**src/rtl/i2c_cmd_arbiter_pkg.sv**
```systemverilog
// Shared types for the I2C command arbiter: engine command encoding and arbiter FSM states.
package i2c_cmd_arbiter_pkg;

    typedef enum logic [2:0] {
        CmdStart   = 3'd0,
        CmdStop    = 3'd1,
        CmdWrite   = 3'd2,
        CmdReadAck = 3'd3,
        CmdReadNak = 3'd4
    } i2c_cmd_t;

    typedef enum logic [2:0] {
        StIdle,
        StOwned,
        StWait,
        StForceStop,
        StRelease
    } i2c_arb_state_t;

    function automatic int unsigned rr_next(input int unsigned idx, input int unsigned n);
        return (idx + 1 >= n) ? 0 : idx + 1;
    endfunction

endpackage

```
**src/rtl/i2c_rr_picker.sv**
```systemverilog
// Combinational round-robin first-one finder: first set request at or after the pointer, wrapping.
module i2c_rr_picker #(
    parameter int unsigned NUM_REQ = 4,
    parameter int unsigned IDX_W   = 2
) (
    input  logic [NUM_REQ-1:0] i_req,
    input  logic [IDX_W-1:0]   i_ptr,
    output logic [NUM_REQ-1:0] o_gnt,
    output logic [IDX_W-1:0]   o_idx,
    output logic               o_valid
);

    logic [NUM_REQ-1:0] w_rot;
    int unsigned        w_sel;

    always_comb begin
        // Rotate so bit 0 is the pointer position; the lowest set bit is then the winner.
        w_rot   = NUM_REQ'({i_req, i_req} >> i_ptr);
        w_sel   = 0;
        o_valid = 1'b0;
        for (int unsigned k = 0; k < NUM_REQ; k++) begin
            if (!o_valid && w_rot[k]) begin
                o_valid = 1'b1;
                w_sel   = (32'(i_ptr) + k) % NUM_REQ;
            end
        end
        o_idx = IDX_W'(w_sel);
        o_gnt = '0;
        for (int unsigned k = 0; k < NUM_REQ; k++) begin
            o_gnt[k] = o_valid && (w_sel == k);
        end
    end

endmodule

```
**src/rtl/i2c_cmd_arbiter.sv**
```systemverilog
// Round-robin arbiter sharing one byte-level I2C command engine among NUM_REQ requesters.
// Optional idle-owner watchdog is compiled in with I2C_CMD_ARB_TIMEOUT_EN.
module i2c_cmd_arbiter
    import i2c_cmd_arbiter_pkg::*;
#(
    parameter int unsigned NUM_REQ        = 4,
    parameter int unsigned DATA_WIDTH     = 8,
    parameter int unsigned TIMEOUT_CYCLES = 1024
) (
    input  logic                          clk_i,
    input  logic                          rst_n_i,
    input  logic [NUM_REQ-1:0]            req_i,
    output logic [NUM_REQ-1:0]            gnt_o,
    input  logic [NUM_REQ-1:0]            cmd_valid_i,
    input  logic [3*NUM_REQ-1:0]          cmd_i,
    input  logic [DATA_WIDTH*NUM_REQ-1:0] wdata_i,
    output logic [NUM_REQ-1:0]            cmd_ready_o,
    output logic [NUM_REQ-1:0]            rsp_valid_o,
    output logic [DATA_WIDTH-1:0]         rsp_data_o,
    output logic                          rsp_nak_o,
    output logic                          rsp_err_o,
    output logic                          eng_cmd_valid_o,
    input  logic                          eng_cmd_ready_i,
    output logic [2:0]                    eng_cmd_o,
    output logic [DATA_WIDTH-1:0]         eng_wdata_o,
    input  logic                          eng_done_i,
    input  logic [DATA_WIDTH-1:0]         eng_rdata_i,
    input  logic                          eng_nak_i,
    input  logic                          eng_al_i
);

    localparam int unsigned IDX_W = $clog2(NUM_REQ);
    typedef logic [$clog2(TIMEOUT_CYCLES + 1)-1:0] wd_cnt_t;

    i2c_arb_state_t  r_state, w_state_nxt;
    logic [IDX_W-1:0] r_ptr, w_ptr_nxt, r_owner, w_owner_nxt;
    logic [NUM_REQ-1:0] r_gnt, w_gnt_nxt, r_rsp_valid, w_rsp_valid_nxt;
    logic r_started, w_started_nxt, r_drop, w_drop_nxt, r_eng_valid, w_eng_valid_nxt;
    i2c_cmd_t r_eng_cmd, w_eng_cmd_nxt;
    logic [DATA_WIDTH-1:0] r_eng_wdata, w_eng_wdata_nxt, r_rsp_data, w_rsp_data_nxt;
    logic r_rsp_nak, w_rsp_nak_nxt, r_rsp_err, w_rsp_err_nxt;
`ifdef I2C_CMD_ARB_TIMEOUT_EN
    wd_cnt_t r_wd, w_wd_nxt;
`endif

    logic [NUM_REQ-1:0]    w_pick_oh, w_own_oh, w_cmd_ready;
    logic [IDX_W-1:0]      w_pick_idx;
    logic                  w_pick_valid, w_own_req, w_own_cmd_valid, w_go_force, w_go_release;
    logic [2:0]            w_own_cmd_raw;
    i2c_cmd_t              w_own_cmd;
    logic [DATA_WIDTH-1:0] w_own_wdata;

    i2c_rr_picker #(
        .NUM_REQ (NUM_REQ),
        .IDX_W   (IDX_W)
    ) u_picker (
        .i_req   (req_i),
        .i_ptr   (r_ptr),
        .o_gnt   (w_pick_oh),
        .o_idx   (w_pick_idx),
        .o_valid (w_pick_valid)
    );

    always_comb begin
        w_own_oh        = '0;
        w_own_req       = 1'b0;
        w_own_cmd_valid = 1'b0;
        w_own_cmd_raw   = '0;
        w_own_wdata     = '0;
        for (int i = 0; i < NUM_REQ; i++) begin
            if (r_owner == IDX_W'(i)) begin
                w_own_oh[i]     = 1'b1;
                w_own_req       = req_i[i];
                w_own_cmd_valid = cmd_valid_i[i];
                w_own_cmd_raw   = cmd_i[3*i +: 3];
                w_own_wdata     = wdata_i[DATA_WIDTH*i +: DATA_WIDTH];
            end
        end
        w_own_cmd = i2c_cmd_t'(w_own_cmd_raw);
    end

    always_comb begin
        w_state_nxt     = r_state;
        w_ptr_nxt       = r_ptr;
        w_owner_nxt     = r_owner;
        w_gnt_nxt       = r_gnt;
        w_started_nxt   = r_started;
        w_drop_nxt      = r_drop;
        w_eng_valid_nxt = r_eng_valid;
        w_eng_cmd_nxt   = r_eng_cmd;
        w_eng_wdata_nxt = r_eng_wdata;
        w_rsp_valid_nxt = '0;
        w_rsp_data_nxt  = r_rsp_data;
        w_rsp_nak_nxt   = r_rsp_nak;
        w_rsp_err_nxt   = r_rsp_err;
        w_cmd_ready     = '0;
        w_go_force      = 1'b0;
        w_go_release    = 1'b0;
`ifdef I2C_CMD_ARB_TIMEOUT_EN
        w_wd_nxt        = '0;
`endif
        case (r_state)
            StIdle: begin
                if (w_pick_valid) begin
                    w_gnt_nxt     = w_pick_oh;
                    w_owner_nxt   = w_pick_idx;
                    w_started_nxt = 1'b0;
                    w_drop_nxt    = 1'b0;
                    w_state_nxt   = StOwned;
                end
            end
            StOwned: begin
                // While a command is still being handed to the engine, a req drop is deferred.
                if (r_eng_valid) begin
                    if (!w_own_req) w_drop_nxt = 1'b1;
                    if (eng_cmd_ready_i) begin
                        w_eng_valid_nxt = 1'b0;
                        w_state_nxt     = StWait;
                    end
                end else if (!w_own_req) begin
                    w_go_force = 1'b1;
                end else if (w_own_cmd_valid) begin
                    w_cmd_ready = w_own_oh;
                    if (!r_started && w_own_cmd != CmdStart) begin
                        w_rsp_valid_nxt = w_own_oh;
                        w_rsp_data_nxt  = '0;
                        w_rsp_nak_nxt   = 1'b0;
                        w_rsp_err_nxt   = 1'b1;
                    end else begin
                        w_eng_valid_nxt = 1'b1;
                        w_eng_cmd_nxt   = w_own_cmd;
                        w_eng_wdata_nxt = w_own_wdata;
                        w_started_nxt   = 1'b1;
                    end
                end
`ifdef I2C_CMD_ARB_TIMEOUT_EN
                else if (r_wd == wd_cnt_t'(TIMEOUT_CYCLES - 1)) begin
                    w_rsp_valid_nxt = w_own_oh;
                    w_rsp_data_nxt  = '0;
                    w_rsp_nak_nxt   = 1'b0;
                    w_rsp_err_nxt   = 1'b1;
                    w_go_force      = 1'b1;
                end else begin
                    w_wd_nxt = r_wd + 1'b1;
                end
`endif
            end
            StWait: begin
                if (!w_own_req) w_drop_nxt = 1'b1;
                if (eng_done_i) begin
                    w_rsp_valid_nxt = w_own_oh;
                    w_rsp_data_nxt  = eng_rdata_i;
                    w_rsp_nak_nxt   = eng_nak_i;
                    w_rsp_err_nxt   = eng_al_i;
                    // After arbitration loss the bus is no longer ours, so no STOP is sent.
                    if (eng_al_i || r_eng_cmd == CmdStop) begin
                        w_go_release = 1'b1;
                    end else if (r_drop || !w_own_req) begin
                        w_go_force = 1'b1;
                    end else begin
                        w_state_nxt = StOwned;
                    end
                end
            end
            StForceStop: begin
                if (!r_started) begin
                    w_go_release = 1'b1;
                end else if (r_eng_valid) begin
                    if (eng_cmd_ready_i) w_eng_valid_nxt = 1'b0;
                end else if (eng_done_i) begin
                    w_go_release = 1'b1;
                end
            end
            StRelease: w_state_nxt = StIdle;
            default:   w_state_nxt = StIdle;
        endcase

        if (w_go_force) begin
            w_state_nxt     = StForceStop;
            w_eng_valid_nxt = r_started;
            w_eng_cmd_nxt   = CmdStop;
            w_eng_wdata_nxt = '0;
        end
        if (w_go_release) begin
            w_state_nxt   = StRelease;
            w_gnt_nxt     = '0;
            w_ptr_nxt     = IDX_W'(rr_next(32'(r_owner), NUM_REQ));
            w_started_nxt = 1'b0;
            w_drop_nxt    = 1'b0;
        end
    end

    always_ff @(posedge clk_i or negedge rst_n_i) begin
        if (!rst_n_i) begin
            r_state     <= StIdle;
            r_ptr       <= '0;
            r_owner     <= '0;
            r_gnt       <= '0;
            r_started   <= 1'b0;
            r_drop      <= 1'b0;
            r_eng_valid <= 1'b0;
            r_eng_cmd   <= CmdStart;
            r_eng_wdata <= '0;
            r_rsp_valid <= '0;
            r_rsp_data  <= '0;
            r_rsp_nak   <= 1'b0;
            r_rsp_err   <= 1'b0;
`ifdef I2C_CMD_ARB_TIMEOUT_EN
            r_wd        <= '0;
`endif
        end else begin
            r_state     <= w_state_nxt;
            r_ptr       <= w_ptr_nxt;
            r_owner     <= w_owner_nxt;
            r_gnt       <= w_gnt_nxt;
            r_started   <= w_started_nxt;
            r_drop      <= w_drop_nxt;
            r_eng_valid <= w_eng_valid_nxt;
            r_eng_cmd   <= w_eng_cmd_nxt;
            r_eng_wdata <= w_eng_wdata_nxt;
            r_rsp_valid <= w_rsp_valid_nxt;
            r_rsp_data  <= w_rsp_data_nxt;
            r_rsp_nak   <= w_rsp_nak_nxt;
            r_rsp_err   <= w_rsp_err_nxt;
`ifdef I2C_CMD_ARB_TIMEOUT_EN
            r_wd        <= w_wd_nxt;
`endif
        end
    end

    assign gnt_o           = r_gnt;
    assign cmd_ready_o     = w_cmd_ready;
    assign rsp_valid_o     = r_rsp_valid;
    assign rsp_data_o      = r_rsp_data;
    assign rsp_nak_o       = r_rsp_nak;
    assign rsp_err_o       = r_rsp_err;
    assign eng_cmd_valid_o = r_eng_valid;
    assign eng_cmd_o       = r_eng_cmd;
    assign eng_wdata_o     = r_eng_wdata;

endmodule

```
**config.mk**
```make
export PLATFORM = sky130hd
export DESIGN_NAME = i2c_cmd_arbiter
export DESIGN_NICKNAME = d
export VERILOG_FILES = /design/src/rtl/i2c_cmd_arbiter_pkg.sv /design/src/rtl/i2c_rr_picker.sv /design/src/rtl/i2c_cmd_arbiter.sv
export SDC_FILE = /design/constraint.sdc
export NUM_CORES = 1
export LEC_CHECK = 0
export CAP_MARGIN = 20
export CELL_PAD_IN_SITES_DETAIL_PLACEMENT = 1
export CELL_PAD_IN_SITES_GLOBAL_PLACEMENT = 1
export CORE_MARGIN = 2
export CORE_UTILIZATION = 28
export DETAILED_ROUTE_END_ITERATION = 8
export PLACE_DENSITY_LB_ADDON = 0.1
export SETUP_SLACK_MARGIN = 0.4
export SYNTH_ARGS = -nofsm -noshare
export SYNTH_HDL_FRONTEND = slang
export SYNTH_SLANG_ARGS = --single-unit
```
**constraint.sdc**
```tcl
create_clock -name clk_i -period 2.2 [get_ports clk_i]
set_input_delay 0.22 -clock clk_i [delete_from_list [all_inputs] [get_ports clk_i]]
set_output_delay 0.22 -clock clk_i [all_outputs]
set_load 0.02 [all_outputs]
```
# Word-level counts from Yosys, hierarchy flattened
# Cells that the tools add are included.
dict set report totals {
  reg_bits 39
  inputBits 66
  out_inout_bits 34
  word_cells 199
}
dict set report op_classes {
  n_addsub 4
  n_lt_le_gt_ge 1
  n_eq_ne 31
  n_shift 1
  n_mux 113
  n_reduce_logical 36
}
# cell n
set op_table {}
lappend op_table {{$mux 8} 15}
lappend op_table {{$mux 3} 18}
lappend op_table {{$mux 1} 53}
lappend op_table {{$mux 4} 12}
lappend op_table {{$logic_not 32->1} 1}
lappend op_table {{$ne 3x3->1 const B} 7}
lappend op_table {{$ne 4x4->1 const B} 5}
lappend op_table {{$pmux 8 s2} 1}
lappend op_table {{$ne 2x2->1 const B} 6}
lappend op_table {{$pmux 1 s2} 6}
lappend op_table {{$pmux 3 s4} 1}
lappend op_table {{$reduce_and 6->1} 2}
lappend op_table {{$reduce_bool 2->1} 6}
lappend op_table {{$mux 2} 5}
lappend op_table {{$reduce_bool 3->1} 3}
lappend op_table {{$eq 2x2->1 const B} 4}
lappend op_table {{$logic_and 1x1->1} 8}
lappend op_table {{$pmux 4 s2} 1}
lappend op_table {{$shr 8x2->4} 1}
lappend op_table {{$reduce_and 7->1} 1}
lappend op_table {{$eq 3x1->1 const B} 2}
lappend op_table {{$eq 3x2->1 const B} 2}
lappend op_table {{$reduce_and 2->1} 3}
lappend op_table {{$logic_not 1->1} 5}
lappend op_table {{15 further kinds} 18}

# Logic depth before layout (Yosys ltp)
# Gate-level depths: netlist of the first run.
dict set report depth {
  word_depth 16
  ltp_mapped 11
  depth_no_buf 8
}

# Hierarchy
# A second synthesis of the first run with hierarchy kept.
dict set report unflattened {
  hier_cells 286
  hier_area_um2 2517.4
}
# mod n_inst cells_per_inst area_each_um2 seq_area_each_um2
set by_module_without_submodules {}
lappend by_module_without_submodules {i2c_cmd_arbiter 1 253 2306.0 975.9}
lappend by_module_without_submodules {i2c_rr_picker 1 33 211.5 0.0}

# Worst setup path after synthesis of the first run
# OpenSTA, ideal clock, no wires.
dict set report synth_timing {
  path_type {register to register}
  from {register r_owner[1]}
  to {register r_rsp_data[0] (netlist: rsp_data_o[0])}
  setup_time_ns 0.121
  t_arrival_ns 2.008
  required_ns 2.079
  path_slack_ns 0.071
  path_stages_with_launch 12
  path_buffers 3
  synth_period_minus_slack_ns 2.129
  path_cell_list {dfrtp_1 > inv_1 > ha_1 > buf_6 > nor2b_4 > buf_6 > a221o_2 > o221ai_2 > a31o_2 > o31a_4 > buf_6 > a22o_1}
}
dict set report synth_via {
  elab_chain_cells 9
  word_cells_on_any_way 22
  cone_classes {6 x eq/ne; 12 x mux; 4 x reduce/logical}
}
# element line
set synth_rtl {}
lappend synth_rtl {{start, declared} i2c_cmd_arbiter.sv:36} ;# logic [IDX_W-1:0] r_ptr, w_ptr_nxt, r_owner, w_owner_nxt;
lappend synth_rtl {{start signal, assigned} i2c_cmd_arbiter.sv:214} ;# r_owner <= w_owner_nxt;
lappend synth_rtl {{$logic_not 2->1} i2c_cmd_arbiter.sv:71} ;# if (r_owner == IDX_W'(i)) begin
lappend synth_rtl {{$mux 3 (4 in series)} i2c_cmd_arbiter.sv:71}
lappend synth_rtl {{$reduce_bool 3->1} i2c_cmd_arbiter.sv:124} ;# if (!r_started && w_own_cmd != CmdStart) begin
lappend synth_rtl {{$logic_and 1x1->1} i2c_cmd_arbiter.sv:124}
lappend synth_rtl {{$ne 2x2->1 (no line)} n/a}
lappend synth_rtl {{$reduce_and 6->1 (no line) *} n/a}
lappend synth_rtl {{end signal, assigned} i2c_cmd_arbiter.sv:222} ;# r_rsp_data <= w_rsp_data_nxt;
lappend synth_rtl {{end, declared} i2c_cmd_arbiter.sv:40} ;# logic [DATA_WIDTH-1:0] r_eng_wdata, w_eng_wdata_nxt, r_rsp_data, w_rsp_data_nxt;
# Mark *: on every way between the ends. The rest lies on a longest branch, timed or not.
# A chain may end at the register's enable or synchronous reset.

# Worst setup path after layout of the first run
dict set report layout_timing {
  from {register r_owner[1]}
  to {output port cmd_ready_o[1]}
}
dict set report layout_via {
  elab_chain_cells 9
  word_cells_on_any_way 17
  cone_classes {3 x eq/ne; 13 x mux; 1 x reduce/logical}
}
# element line
set layout_rtl {}
lappend layout_rtl {{$logic_not 2->1} i2c_cmd_arbiter.sv:71}
lappend layout_rtl {{$mux 1 (4 in series)} i2c_cmd_arbiter.sv:71}
lappend layout_rtl {{$mux 4} i2c_cmd_arbiter.sv:122} ;# end else if (w_own_cmd_valid) begin
lappend layout_rtl {{$mux 4 *} i2c_cmd_arbiter.sv:120} ;# end else if (!w_own_req) begin
lappend layout_rtl {{$mux 4 *} i2c_cmd_arbiter.sv:114} ;# if (r_eng_valid) begin
lappend layout_rtl {{$mux 4 *} i2c_cmd_arbiter.sv:102} ;# case (r_state)
lappend layout_rtl {{end, declared} i2c_cmd_arbiter.sv:17} ;# output logic [NUM_REQ-1:0] cmd_ready_o,
# Marked as above.

==> results of run 1 <==
## kinds of logic after synthesis
logic type               Yosys count  synth area share [%]
buffers and inverters             22                  5.20
XOR/XNOR                           1                 0.383
flip-flops                        39                  42.7
AO/OA/AOI/OAI                     72                  24.1
adder cells (fa/ha/maj)            4                  2.19
AND/OR/NAND/NOR                   79                  19.0
multiplexers                      14                  6.40
## metrics by stage
step / hold slack (ns) / util [%] / cell area (um^2)
2_1_floorplan: -0.0756 / - / 2300
3_3_place_gp: 0.213 / 47.7 / 3730
3_5_place_dp: 0.216 / 47.7 / 3730
4_1_cts: 0.430 / 51.8 / 4050
5_1_grt: 0.463 / 55.3 / 4320
6_report: 0.422 / 55.3 / 4320
## final timing paths
check / endpoint / slack, ns / cells past startpoint
worst min register to register: rsp_data_o[6] / 0.51 / 1
worst min-delay path: rsp_data_o[2] / 0.42 / 3
worst max-delay path: cmd_ready_o[1] / -0.28 / 9
min in group clk_i: rsp_data_o[6] / 0.51 / 1
worst max register to register: rsp_data_o[4] / -0.23 / 10
max in group asynchronous: r_owner[0] / 1.56 / 3
## sequential cells by signal, summed over array words and instances (netlist names)
signal	cells
r_started	1
rsp_data_o	8
r_state	3
r_ptr	2
eng_cmd_o	3
eng_cmd_valid_o	1
r_owner	2
eng_wdata_o	8
rsp_nak_o	1
rsp_valid_o	4
gnt_o	4
rsp_err_o	1
r_drop	1
## layout make-up
type                       instances  area, um^2
fill                             834        3490
timing repair buffer             172        1670
multi-input combinational        170        1390
sequential                        39         978
tap                              102         128
clock buffer                       6        82.6
clock inverter                     2        38.8
inverter                           8        35.0
## report_power, final
group / internal (uW) / total, uW / switching, uW
clock: 373 / 647 / 273
combinational: 2220 / 4130 / 1920
sequential: 991 / 1190 / 201
total: 3580 / 5970 / 2390
## tightest hold or removal path, delay by kind of cell
| family | cells | cell delay [ns] |
|---|---|---|
| buf+inv | 3 | 0.87 |
## cell usage after synthesis (all sizes together) (2+ instances only)
master / n / area share (%)
o221ai: 3 / 1.4
o21a: 2 / 0.66
nor2b: 15 / 4.4
dfrtp: 39 / 43
nand2: 17 / 2.9
o21ai: 9 / 2.0
o211ai: 4 / 1.5
a21oi: 15 / 3.3
mux2i: 12 / 5.3
a22o: 11 / 4.2
a221oi: 8 / 3.1
a211o: 2 / 0.77
nand3b: 3 / 0.99
inv: 8 / 1.3
o32ai: 2 / 0.77
nor2: 9 / 1.5
mux2: 2 / 1.1
a221o: 3 / 1.4
clkbuf: 8 / 1.4
and2b: 2 / 0.66
buf: 6 / 2.5
a31oi: 2 / 0.55
ha: 4 / 2.2
nand3: 8 / 2.0
and2: 3 / 0.82
nor3: 10 / 2.2
nand2b: 3 / 0.82
nor3b: 3 / 0.99
a211oi: 5 / 1.9
## layer usage
layer  up-vias  part of all wire [%]  wire length, um  track usage (%)
met5         -                     0                0                0
met4         0                   1.2              108             4.35
li1       1196                     -                -                -
met3         8                   4.9              442             3.91
met1      1248                    44             4000             24.8
met2        70                    49             4460             32.6
## timing repair
| item | in CTS | in global routing |
|---|---|---|
| hold buffers | 1 | 0 |
| setup buffers | 11 | 10 |
| gates cloned | 0 | 2 |
| gates resized for setup | 46 | 47 |
| hold endpoints to repair | 39 | 0 |
| setup endpoints to repair | 33 | 37 |
| pin swaps | 13 | 21 |
==> impl_metrics.tcl, run 1 <==
set metrics [dict create \
    synth_cells 231 \
    track_usage_pct 19.0 \
    antenna_cells 0 \
    drc 0 \
    die_w_um 94.4 \
    drtIter0Drc 38 \
    cts_root_buf "clkbuf_8" \
    fin_ws_ns -0.277 \
    finalPower_uw 5970 \
    dp_cells 467 \
    setup_viol 32 \
    final.period_utilization_pct 113 \
    vias 2522 \
    rsz0062_at_grt "yes" \
    clock_path_buffers 2 \
    grt_max_degree 40 \
    num-nets-final 466 \
    fin_skew_ns 0.00565 \
    vias_per_cell 5.05 \
    hp-class "primary input to asynchronous set/reset pin" \
    cts_buffers 5 \
    maxSlewViolCount 0 \
    path_class "register to primary output" \
    port_buffers 99 \
    crit_start "r_owner[1]" \
    cpMostUsedCell "buf_4" \
    first_global_vias 2610 \
    slowest_stage "dfrtp_2" \
    cp.required_ns 1.98 \
    post_drt_wl_per_cell_um 18.1 \
    place_ws_ns -0.372 \
    tritoncts "yes" \
    final_common_cell "clkdlybuf4s50_1" \
    synthArstFlopShare_pct 100 \
    cp_num_buf_inv 3 \
    status "finished with violations" \
    synth.avg_cell_area_um2 9.90 \
    place_hpwl_um 6090 \
    final_cell_mix "clkdlybuf4s50_1 (94), buf_4 (52), dfrtp_1 (37)" \
    start_kind "register" \
    ys_ff_latch 39 \
    cp.arrival_ns 2.26 \
    syn2layout_area_growth_pct 88.8 \
    fin_cells 499 \
    final_hold_viol_count 0 \
    path_clk_slew_ns 0.08 \
    violations "setup timing" \
    crit_fanout 6 \
    ys.flop_type "dfrtp_1" \
    synth_cell_type_count 55 \
    cp_cell_sequence "buf_6, ha_4, or2_4, a221o_1, nand3_2, buf_4, nor2_4, and2_2, buf_4" \
    worst_pin_slew_ns 0.377 \
    antenna_found_initial 0 \
    p_leak_uw 0.00193 \
    core_um2 7810 \
    cts.sinks 39 \
    synth_edf_count 0 \
    irDropWorstVdd_mv 0.743 \
    path_delay_family "simple AND/OR/NAND/NOR gates" \
    mappedNetlistArea_um2 2290 \
    power_density_nw_per_um2 1380 \
    reg2reg_from "r_owner[0]" \
    ant_nets 0 \
    fmax_ghz 0.404 \
    wirelength_um 9020 \
    drive_above_1_share_pct 34.3 \
    clk_latency_ns 0.29 \
    rows 32 \
    io_pins 100 \
    die_h_um 94.4 \
    synth_warnings 0 \
    drv_cap 0 \
    cp-end-kind "primary output" \
    slew-limit-headroom_pct 74.6 \
    syn_nets 301 \
    cp_slowest_stage_delay_ns 0.46 \
    layout_min_cycle_time_ns 2.48 \
    cts_max_level 2 \
    grt_pass1_wl_um 13300 \
    dieArea_um2 8900 \
    start_util_pct 29.3 \
    grt_overflow 0 \
    gp_congestion 0.806 \
    drtPass1Iterations 4 \
    setup_tns_ns -5.01 \
    yosysSeqAreaShare_pct 42.7 \
]
(Power assumes the default switching activity.)
==> run 2, diff against run 1 <==
Settings changed: ABC_AREA from default to 1, CORE_UTILIZATION 28 to 27.
==> run 2 against run 1 <==
Compared with the run above:
- the flow still finishes with violations (setup timing)
- wire length up 4.4%
- non-clock buffer count decreased by 28
- power up 2.6%
- clock skew is 0.0037 ns higher
- global-route usage fell by 1.0 points
- cell area up 3.3%
- sequential power is essentially flat
- synthesized area rose by 14%
- largest power group unchanged
==> impl_metrics.tcl, run 2 <==
set metrics [dict create \
    place_ws_ns -0.338 \
    cts_max_level 2 \
    final.period_utilization_pct 101 \
    synth_edf_count 0 \
    grt_overflow 0 \
    drive_above_1_share_pct 24.4 \
    core_um2 9280 \
    power_density_nw_per_um2 1370 \
    irDropWorstVdd_mv 0.542 \
    fin_ws_ns -0.0237 \
    clock_path_buffers 2 \
    path_class "register to primary output" \
    cp_cell_sequence "inv_4, ha_4, inv_2, nand2_2, nand3_2, nand2_2, nand2_2, a21oi_4, nand2_2, nor2_4, inv_4, nor2_4, buf_6" \
    cpMostUsedCell "nand2_2" \
    cts_root_buf "clkbuf_8" \
    setup_tns_ns -0.0861 \
    cts.sinks 39 \
    met1_usage_pct 24.2 \
    ys.flop_type "dfrtp_1" \
    synth_common_cells "nand2_1 (147), nor2_1 (46), inv_1 (45)" \
    cp.required_ns 1.98 \
    slew-limit-headroom_pct 77.7 \
    synth_cell_type_count 29 \
    violations "setup timing" \
    drc 0 \
    clk_latency_ns 0.29 \
    use_met2_pct 31.5 \
    dp_cells 636 \
    hp-class "primary input to asynchronous set/reset pin" \
    rows 35 \
    place_hpwl_um 7280 \
    drtPass1Iterations 4 \
    io_pins 100 \
    antenna_found_initial 0 \
    port_buffers 99 \
    gp_congestion 0.780 \
    syn_nets 464 \
    drv_cap 0 \
    synth.area.top_cells "dfrtp_1 (38%), nand2_1 (21%), nand3_1 (7.1%)" \
    cp.arrival_ns 2.00 \
    fmax_ghz 0.450 \
    track_usage_pct 18.0 \
    cp_slowest_stage_delay_ns 0.46 \
    syn2layout_area_growth_pct 71.4 \
    ant_nets 0 \
    maxSlewViolCount 0 \
    synthArstFlopShare_pct 100 \
    yosysTopAreaCell "dfrtp_1" \
    grt_max_degree 22 \
    slowest_stage "dfrtp_2" \
    final_common_cell "nand2_1" \
    layout_min_cycle_time_ns 2.22 \
    antenna_cells 0 \
    vias 2985 \
    mappedNetlistArea_um2 2600 \
    synth_cells 394 \
    setup_viol 4 \
    worst_pin_slew_ns 0.331 \
    start_kind "register" \
    vias_per_cell 4.51 \
    synth_most_common_cell "nand2_1" \
    path_clk_slew_ns 0.08 \
    synth_warnings 0 \
    finalPower_uw 6120 \
    final_hold_viol_count 0 \
    status "finished with violations" \
    use_met3_pct 2.05 \
    register_area_um2 981 \
    final_cell_mix "nand2_1 (129), clkdlybuf4s50_1 (94), inv_1 (39)" \
    synth_top_cell_area_share_pct 37.5 \
    post_drt_wl_per_cell_um 14.2 \
    ys_ff_latch 39 \
    num-nets-final 603 \
    die_w_um 102 \
    fin_cells 662 \
    cts_buffers 5 \
    wirelength_um 9410 \
    yosysSeqAreaShare_pct 37.5 \
    crit_fanout 6 \
    fillCellCount 1192 \
    grt_pass1_wl_um 14900 \
    die_h_um 102 \
    dieArea_um2 10400 \
    fin_skew_ns 0.00933 \
    fin_area_um2 4460 \
    grt.busiest_layer "met2" \
    synth.avg_cell_area_um2 6.60 \
    first_global_vias 3069 \
    rsz0062_at_grt "yes" \
    start_util_pct 28.0 \
    tritoncts "yes" \
    drtIter0Drc 44 \
    multi_input_area_um2 1600 \
    p_leak_uw 0.00215 \
    placed_cell_area_um2 3920 \
    cp-end-kind "primary output" \
]
[run 2: cell families (layout without fill, tap and decap cells)]
logic type      count (synthesis)  in the layout  synth area share (%)
flops                          39             39                  37.5
xor+xnor                        1              1                 0.337
compound gates                 41             41                  10.3
fa+ha+maj                       4              4                  1.92
simple gates                  244            245                  39.2
buf+inv                        65            203                  10.7
[run 2: what timing repair did]
| action | CTS | global route |
|---|---|---|
| pin swaps | 7 | 13 |
| hold buffers | 1 | 0 |
| endpoints found under the setup margin | 38 | 40 |
| resized for setup | 43 | 63 |
| setup buffers | 10 | 5 |
| gates cloned | 1 | 2 |
| endpoints found under the hold margin | 12 | 0 |
[run 2: stage by stage]
| step | hold WS, ns | util [%] |
|---|---|---|
| after floorplan | -0.0756 | - |
| after CTS | 0.365 | 45.2 |
| after global routing | 0.387 | 48.0 |
| after global placement | 0.136 | 42.2 |
| final | 0.369 | 48.0 |
| after detailed placement | 0.137 | 42.2 |
[run 2: layout make-up]
class / count / share of cell area [%]
sequential: 39 / 22.0
timing repair buffer: 144 / 31.1
timing repair inverter: 1 / 0.168
multi-input combinational: 291 / 36.0
inverter: 51 / 4.88
clock inverter: 1 / 0.673
tap: 129 / 3.62
clock buffer: 6 / 1.63
[run 2: path summary, 6_finish.rpt]
kind	from	to	slack [ns]	depth (start not counted)
setup / recovery	r_owner[1]	cmd_ready_o[1]	-0.02	13
hold / removal	rst_n_i	rsp_data_o[4]	0.37	2
setup reg to reg	r_owner[0]	rsp_data_o[0]	0.07	11
hold reg to reg	gnt_o[1]	gnt_o[1]	0.49	2
max in group asynchronous	rst_n_i	rsp_valid_o[0]	1.32	3
min in group clk_i	gnt_o[1]	gnt_o[1]	0.49	2
[run 2: power breakdown]
part	switching [uW]	internal [uW]	total, uW
Clock	252	333	585
Combinational	2380	1930	4320
Sequential	225	997	1220
[run 2: critical path, delay by kind of cell, from the launching register on]
family | cells | cell delay [ns]
flops | 1 | 0.46
simple gates | 7 | 0.57
fa+ha+maj | 1 | 0.19
buf+inv | 4 | 0.34
compound gates | 1 | 0.13
[run 2: per-layer routing]
metal  routed length (um)  vias up
met5                    0        -
met4                   82        0
met3                  246        6
met2                 4790       55
met1                 4290     1415
li1                     -     1509
==> run 3, diff against run 2 <==
Settings changed: CAP_MARGIN 20 to 10.
==> results of run 3 <==
The final DEF is identical to that of run 2; final timing and power are the same.
